===== src/rtl/inst_fetch.sv =====
// inst_fetch: instruction fetch unit feeding the decoder.
//   Holds the PC and issues one word read at a time to instruction memory
//   over a valid/ready request channel. Each response is captured into a
//   1-entry output register that is presented to decode with valid/ready.
//   A redirect reloads the PC, flushes the output register and discards
//   any response still in flight. A misaligned redirect target halts fetch
//   until reset.
//
// Ports
//   clk, rst_n                      clock, async active-low reset
//   imem_req_valid/ready/addr       request channel (addr = pc)
//   imem_rsp_valid/data             response, one-cycle pulse
//   redirect_valid/pc               load new PC
//   inst_valid/ready, inst, inst_addr  output to decode
//   fetch_fault                     sticky misaligned-redirect flag
//
// State | meaning
//   IDLE | one-cycle wait after reset before the first request
//   REQ  | request pc, waiting for the output register to drain and ready
//   WAIT | one request outstanding; kill_q marks its response as stale
//   HALT | misaligned redirect seen; fetch stopped until reset
module inst_fetch #(
  parameter logic [31:0] RESET_PC = 32'h0000_0000
) (
  input  logic        clk,
  input  logic        rst_n,
  output logic        imem_req_valid,
  input  logic        imem_req_ready,
  output logic [31:0] imem_req_addr,
  input  logic        imem_rsp_valid,
  input  logic [31:0] imem_rsp_data,
  input  logic        redirect_valid,
  input  logic [31:0] redirect_pc,
  output logic        inst_valid,
  input  logic        inst_ready,
  output logic [31:0] inst,
  output logic [31:0] inst_addr,
  output logic        fetch_fault
);

  typedef enum logic [1:0] {
    S_IDLE = 2'd0,
    S_REQ  = 2'd1,
    S_WAIT = 2'd2,
    S_HALT = 2'd3
  } state_e;

  state_e      state_q, state_d;
  logic [31:0] pc_q, pc_d;
  logic        kill_q, kill_d;
  logic        inst_valid_q, inst_valid_d;
  logic [31:0] inst_q, inst_d;
  logic [31:0] inst_addr_q, inst_addr_d;
  logic        fetch_fault_q, fetch_fault_d;
  logic        req_fire;

  // A request may only go out when the output register will be free by the
  // time the response returns, so a response never finds it occupied.
  assign imem_req_valid = (state_q == S_REQ) && (!inst_valid_q || inst_ready) && !redirect_valid;
  assign imem_req_addr  = pc_q;
  assign req_fire       = imem_req_valid && imem_req_ready;

  assign inst_valid  = inst_valid_q;
  assign inst        = inst_q;
  assign inst_addr   = inst_addr_q;
  assign fetch_fault = fetch_fault_q;

  always_comb begin
    state_d       = state_q;
    pc_d          = pc_q;
    kill_d        = kill_q;
    inst_valid_d  = inst_valid_q;
    inst_d        = inst_q;
    inst_addr_d   = inst_addr_q;
    fetch_fault_d = fetch_fault_q;

    if (inst_valid_q && inst_ready) begin
      inst_valid_d = 1'b0;
    end

    case (state_q)
      S_IDLE: state_d = S_REQ;
      S_REQ: begin
        if (req_fire) begin
          pc_d    = pc_q + 32'd4;
          state_d = S_WAIT;
        end
      end
      S_WAIT: begin
        if (imem_rsp_valid) begin
          if (kill_q) begin
            kill_d = 1'b0;
          end else begin
            inst_d       = imem_rsp_data;
            inst_addr_d  = pc_q - 32'd4;
            inst_valid_d = 1'b1;
          end
          state_d = S_REQ;
        end
      end
      default: ;
    endcase

    // Redirect overrides everything above, including a response landing in
    // the same cycle: that response belongs to the old path and is dropped.
    if (redirect_valid && (state_q != S_HALT)) begin
      inst_valid_d = 1'b0;
      inst_d       = inst_q;
      inst_addr_d  = inst_addr_q;
      if (redirect_pc[1:0] != 2'b00) begin
        fetch_fault_d = 1'b1;
        kill_d        = 1'b0;
        pc_d          = pc_q;
        state_d       = S_HALT;
      end else begin
        pc_d = redirect_pc;
        if ((state_q == S_WAIT) && !imem_rsp_valid) begin
          kill_d  = 1'b1;
          state_d = S_WAIT;
        end else begin
          kill_d  = 1'b0;
          state_d = S_REQ;
        end
      end
    end
  end

  always_ff @(posedge clk or negedge rst_n) begin
    if (!rst_n) begin
      state_q       <= S_IDLE;
      pc_q          <= RESET_PC;
      kill_q        <= 1'b0;
      inst_valid_q  <= 1'b0;
      inst_q        <= 32'd0;
      inst_addr_q   <= 32'd0;
      fetch_fault_q <= 1'b0;
    end else begin
      state_q       <= state_d;
      pc_q          <= pc_d;
      kill_q        <= kill_d;
      inst_valid_q  <= inst_valid_d;
      inst_q        <= inst_d;
      inst_addr_q   <= inst_addr_d;
      fetch_fault_q <= fetch_fault_d;
    end
  end

endmodule

===== config.mk =====
export PLATFORM = sky130hd
export DESIGN_NAME = inst_fetch
export DESIGN_NICKNAME = d
export VERILOG_FILES = /design/src/rtl/inst_fetch.sv
export SDC_FILE = /design/constraint.sdc
export NUM_CORES = 1
export LEC_CHECK = 0
export ABC_AREA = 0
export CAP_MARGIN = 5
export CORE_MARGIN = 2
export CORE_UTILIZATION = 46
export DETAILED_ROUTE_END_ITERATION = 10
export PLACE_DENSITY = 0.8
export SYNTH_ARGS = -nofsm -noshare
export SYNTH_HDL_FRONTEND = slang
export SYNTH_SLANG_ARGS = --single-unit

===== constraint.sdc =====
create_clock -name clk -period 2.4 [get_ports clk]
set_clock_uncertainty 0.2 [all_clocks]
set_input_delay 0.24 -clock clk [delete_from_list [all_inputs] [get_ports clk]]
set_output_delay 0.24 -clock clk [all_outputs]
set_load 0.01 [all_outputs]

==> results of run 1 <==
-- per-layer routing --
metal,global-route usage,part of all wire
met5,0,0
met4,0.1139,0.030
met3,0.03557,0.079
met2,0.3717,0.45
met1,0.3285,0.44
-- worst register-to-register path: stages (launching register included) --
cell     delay (ns)
dfrtp_1        0.50
or4_4          0.59
or3_4          0.37
nor3_1         0.26
xnor2_1        0.16
o21ai_1        0.07
-- power by group through the flow --
stage | clock network (mW) | logic [mW] | registers (mW)
floorplan | 0 | 0.345 | 2.00
detailed placement | 0 | 0.862 | 2.00
global placement | 0 | 0.850 | 1.98
global route | 1.04 | 0.946 | 1.99
finish | 0.952 | 0.866 | 1.97
CTS | 0.977 | 0.871 | 1.96
-- kinds of logic after synthesis --
kind of cell,Yosys count,synth area share
XOR/XNOR,26,0.04433
buffers and inverters,53,0.04799
multiplexers,34,0.07454
AND/OR/NAND/NOR,176,0.1803
adder cells (fa/ha/maj),2,0.004871
AO/OA/AOI/OAI,126,0.1559
flip-flops,101,0.4921
-- layout by cell type, fill, tap and decap left out, types with 3 or more instances in the layout --
master / netlist / final
clkbuf_8: 0 / 10
dfrtp_1: 101 / 101
mux2_2: 34 / 34
o21ai_0: 42 / 42
nor3_1: 17 / 17
inv_1: 8 / 8
or3_1: 4 / 4
a2bb2oi_1: 5 / 5
nor4_2: 3 / 4
nand2_1: 62 / 62
a311oi_1: 8 / 8
nor4_1: 7 / 6
xnor2_1: 22 / 22
clkdlybuf4s50_1: 0 / 167
buf_4: 3 / 33
a211oi_1: 3 / 3
nor2_1: 30 / 30
o22ai_1: 11 / 11
xor2_1: 4 / 4
a21oi_1: 26 / 26
and3_1: 6 / 6
a22oi_1: 5 / 5
and2_1: 6 / 5
nand4_1: 7 / 7
o22a_1: 4 / 4
nor4_4: 3 / 3
buf_12: 0 / 4
nand3_1: 17 / 17
-- sequential cells by signal (all words and copies together), names as in the netlist --
| register | count |
|---|---|
| fetch_fault | 1 |
| kill_q | 1 |
| inst_addr | 32 |
| imem_req_addr | 32 |
| state_q | 2 |
| inst_valid | 1 |
| inst | 32 |
-- worst paths after layout --
| check | cells after the start | slack [ns] | endpoint |
|---|---|---|---|
| max | 3 | 0.11 | imem_req_valid |
| min | 2 | 0.17 | inst_valid$_DFF_PN0_ |
| max reg2reg | 5 | 0.14 | inst_addr[25]$_DFFE_PN0P_ |
| min reg2reg | 1 | 0.28 | inst_addr[8]$_DFFE_PN0P_ |
| max in group asynchronous | 3 | 1.14 | inst[19]$_DFFE_PN0P_ |
| min in group clk | 3 | 0.26 | imem_req_addr[3]$_DFFE_PN0P_ |
-- area by class of cell --
type / count / area (µm²) / area share
Tap cell: 140 / 175.2 / 0.02405
Multi-Input combinational cell: 364 / 2381 / 0.3269
Inverter: 8 / 30.03 / 0.004122
Clock inverter: 3 / 23.77 / 0.003263
Sequential cell: 101 / 2527 / 0.3470
Clock buffer: 10 / 137.6 / 0.01889
Timing Repair Buffer: 205 / 2009 / 0.2759
-- repair_timing --
| item | in CTS | in global routing |
|---|---|---|
| hold buffers | 1 | 0 |
| hold endpoints to repair | 35 | 0 |
| resized for setup | 0 | 4 |
| setup endpoints to repair | 0 | 5 |
==> flow_metrics.tcl, run 1 <==
set metrics [dict create \
    synth_edf_count 0 \
    worstSetupStartpoint "state_q[0]$_DFFE_PN0P_" \
    finalHoldViolCount 0 \
    yosysMostFrequentCell "dfrtp_1" \
    grt_pass1_wl_um 22320 \
    final_cell_count_no_fill 831 \
    drt_first_pass_iters 4 \
    avgSynthCellArea_um2 9.915 \
    drtIter0Drc 286 \
    cts_made_buffers 9 \
    initial_core_util 0.4717 \
    pin_count 169 \
    maxCapViolations 0 \
    slowest_delay_ns 0.59 \
    p_int_mw 2.706 \
    root_buffer "clkbuf_8" \
    filler_cell_count 849 \
    async_reset_ff_frac 1.000 \
    seqPwrFrac 0.520 \
    track_usage 0.2388 \
    p_switching_mw 1.076 \
    worst_slew_pin_slew_ns 0.4995 \
    cts_max_level 3 \
    min_period_ns 2.293 \
    nNetsFinal 761 \
    grt_max_degree 67 \
    viasPerCell 5.631 \
    overflow 0 \
    synthCells 518 \
    worst_slack_ns 0.1072 \
    r2r-start "imem_req_addr[20]$_DFFE_PN0P_" \
    endpoint_kind "primary output" \
    die_y_um 109.7 \
    vias 4679 \
    ir_drop_uv 278.6 \
    synth_area_leaders "dfrtp_1 49%, mux2_2 7.5%, nand2_1 4.5%" \
    arrival_ns 1.85 \
    seq_area_frac_synth 0.4921 \
    synthDistinctLibCells 56 \
    wl_per_cell_um 17.08 \
    start_kind "register" \
    fin_util 0.6690 \
    syn-num-nets 590 \
    path_buf_inv 2 \
    synth_area_um2 5136 \
    hold_slack_ns 0.1738 \
    drc 0 \
    numClockSinks 101 \
    rows 38 \
    synth_seq_cells 101 \
    antenna_cells 0 \
    die-area_um2 12030 \
    critPathKind "reg2out" \
    syn_to_final_growth_pct 41.83 \
    path_clk_slew_ns 0.10 \
    post-place-cells 817 \
    cpMaxStageDelayCell "clkdlybuf4s50_1" \
    p_leak_nw 3.016 \
    combPwrFrac 0.229 \
    clkPwrFrac 0.252 \
    p_total_mw 3.783 \
    rsz0062_at_grt "false" \
    yosysWarnings 0 \
    status "complete, no violations" \
    core-area_um2 10890 \
    worstPathMaxFanout 7 \
    clk_latency_ns 0.36 \
    tritoncts "built" \
    min_path_type "in2async" \
    port_buffers 168 \
    slew_violations 0 \
    place_area_um2 7094 \
    p_sw_frac 0.2845 \
    worstPathCellList "inv_1, nor4b_1, clkdlybuf4s50_1" \
    grt_pass1_vias 4442 \
    die_w_um 109.7 \
    design_area_um2 7284 \
    drive_gt1_frac 0.1491 \
    min_period_over_period 0.9553 \
    post_cts_buffers 0 \
    antenna_found_initial 0 \
    setup-violations-final 0 \
    p_per_area_nw_per_um2 519.3 \
    dp_hpwl_um 10520 \
    synth_top_area_cell "dfrtp_1" \
    fmaxAchievable_mhz 436.1 \
    dominantRegCellSynth "dfrtp_1" \
    dp_slack_ns 0.1343 \
    ant_nets 0 \
    synth.top_cell.area_share 0.4921 \
    crit_family "buffers and inverters" \
    slew_headroom 0.6670 \
    gp_congestion 0.8333 \
    synth_common_cells "101 x dfrtp_1, 62 x nand2_1, 42 x o21ai_0, 34 x mux2_2, 30 x nor2_1" \
    fin_setup_tns_ns 0 \
    clock_path_buffers 2 \
    wl_um 14200 \
    required_ns 1.96 \
]
No activity file was read; power rests on OpenSTA's default activity.
==> inputs of run 2 (changes only) <==
- CORE_ASPECT_RATIO: not set -> 0.8
==> run 2 against run 1 <==
Net effect: sequential cell count unchanged; maximum frequency increased by 1.7%; sequential share of layout area decreased by 0.46 points; critical path depth increased by 2; critical endpoint is now imem_req_addr[28]$_DFFE_PN0P_; largest cell class unchanged; highest routed layer unchanged.
==> flow_metrics.tcl, run 2 (synthesized netlist as in run 1, its figures left out) <==
set metrics [dict create \
    layout_commonest_cell "clkdlybuf4s50_1" \
    use_met3 0.05787 \
    min_period_over_period 0.9393 \
    setup-violations-final 0 \
    min_period_ns 2.254 \
    core-area_um2 10890 \
    numClockSinks 101 \
    drive_gt1_frac 0.1478 \
    min_path_type "in2async" \
    fmaxAchievable_mhz 443.6 \
    place_area_um2 7054 \
    cts_max_level 3 \
    drt_first_pass_iters 5 \
    finalHoldViolCount 0 \
    track_usage 0.2406 \
    maxCapViolations 0 \
    grt_pass1_vias 4287 \
    overflow 0 \
    slew_violations 0 \
    required_ns 2.43 \
    drc 0 \
    viasPerCell 5.601 \
    status "complete, no violations" \
    grt_max_degree 77 \
    worst_slack_ns 0.1457 \
    r2r-start "imem_req_addr[18]$_DFFE_PN0P_" \
    start_kind "register" \
    dp_hpwl_um 10540 \
    p_sw_frac 0.2837 \
    vias 4671 \
    p_switching_mw 1.200 \
    die_y_um 98.51 \
    hold_slack_ns 0.2372 \
    combPwrFrac 0.207 \
    filler_cell_count 900 \
    critPathKind "reg2reg" \
    seqPwrFrac 0.466 \
    antenna_cells 0 \
    cts_made_buffers 9 \
    p_int_mw 3.030 \
    port_buffers 168 \
    post-place-cells 815 \
    rows 34 \
    syn_to_final_growth_pct 43.75 \
    met2_usage 0.3717 \
    die_w_um 122.1 \
    slew_headroom 0.5994 \
    clk_latency_ns 0.34 \
    rr_worst_depth 5 \
    wl_per_cell_um 17.40 \
    wl_um 14510 \
    top_usage_layer "met2" \
    design_area_um2 7383 \
    ir_drop_uv 399.3 \
    dp_slack_ns 0.1079 \
    final_cell_count_no_fill 834 \
    final_cell_mix "167 x clkdlybuf4s50_1, 101 x dfrtp_1, 62 x nand2_1" \
    clkPwrFrac 0.327 \
    path_clk_slew_ns 0.07 \
    tritoncts "built" \
    gr-usage-met1 0.3469 \
    grt_pass1_wl_um 22780 \
    nNetsFinal 757 \
    antenna_found_initial 0 \
    endpoint_kind "register" \
    r2r-end "imem_req_addr[28]$_DFFE_PN0P_" \
    arrival_ns 2.29 \
    initial_core_util 0.4716 \
    ant_nets 0 \
    die-area_um2 12030 \
    reg2reg_slack_ns 0.15 \
    root_buffer "clkbuf_16" \
    gp_congestion 0.8892 \
    drtIter0Drc 509 \
    p_leak_nw 3.060 \
    clock_path_buffers 2 \
    p_per_area_nw_per_um2 573.0 \
    worst_slew_pin_slew_ns 0.6009 \
    pin_count 169 \
    worstPathMaxFanout 8 \
]
## run 2: changes by cell type in the layout (fill, tap and decap cells not counted)
cell,before,now
clkbuf_16,0,9
and2_1,5,6
buf_4,33,29
clkinv_2,0,1
clkinv_4,0,1
inv_6,1,3
clkbuf_8,10,0
and2_2,1,0
nor4_2,4,5
nor4_1,6,5
## run 2: metal layers
metal | wire [µm] | vias to the layer above
met1 | 6354 | 2259
met2 | 6955 | 202
met4 | 145 | 0
met5 | 0 | -
li1 | - | 2192
met3 | 1053 | 18
## run 2: repair_timing
item                                   in CTS  in global routing
endpoints found under the hold margin      46                  0
hold buffers                                1                  0
resized for setup                           0                  4
setup buffers                               0                  2
setup endpoints to repair                   0                  9
## run 2: worst max path at each step
stage | slack, ns | cells after the start | to | startpoint
floorplan | 0.18 | 7 | imem_req_addr[28]$_DFFE_PN0P_ | imem_req_addr[2]$_DFFE_PN0P_
global placement | 0.17 | 6 | imem_req_addr[23]$_DFFE_PN0P_ | imem_req_addr[18]$_DFFE_PN0P_
detailed placement | 0.11 | 5 | imem_req_addr[28]$_DFFE_PN0P_ | imem_req_addr[18]$_DFFE_PN0P_
CTS | 0.07 | 5 | imem_req_addr[28]$_DFFE_PN0P_ | imem_req_addr[18]$_DFFE_PN0P_
global route | -0.008 | 6 | imem_req_addr[15]$_DFFE_PN0P_ | imem_req_addr[10]$_DFFE_PN0P_
finish | 0.15 | 5 | imem_req_addr[28]$_DFFE_PN0P_ | imem_req_addr[18]$_DFFE_PN0P_
## run 2: critical path: stages (launching register included)
cell and delay, ns:
dfrtp_1 0.54, nand4_1 0.26, nor4_2 0.37, and2_1 0.35, a311oi_1 0.14, a311oi_1 0.29
## run 2: power by group through the flow
stage / Combinational [mW] / Clock [mW] / Sequential (mW)
final: 0.875 / 1.38 / 1.97
after global placement: 0.844 / 0 / 1.99
after CTS: 0.868 / 1.40 / 1.97
after detailed placement: 0.863 / 0 / 2.00
after floorplan: 0.345 / 0 / 2.00
after global routing: 0.948 / 1.47 / 1.99
## run 2: layout make-up
| type | count | area, µm² | share of cell area |
|---|---|---|---|
| inverter | 8 | 30.03 | 0.004067 |
| timing repair buffer | 201 | 1979 | 0.2681 |
| sequential | 101 | 2527 | 0.3423 |
| tap | 144 | 180.2 | 0.02440 |
| multi-input combinational | 364 | 2386 | 0.3232 |
| clock inverter | 7 | 55.05 | 0.007456 |
| clock buffer | 9 | 225.2 | 0.03050 |
## run 2: metrics by stage
stage	TNS (ns)	total power, mW	utilization
global route	-0.007674	4.414	0.6780
detailed placement	0	2.862	0.6477
global placement	0	2.831	0.6477
CTS	0	4.237	0.6744
floorplan	0	2.341	-
finish	0	4.231	0.6780
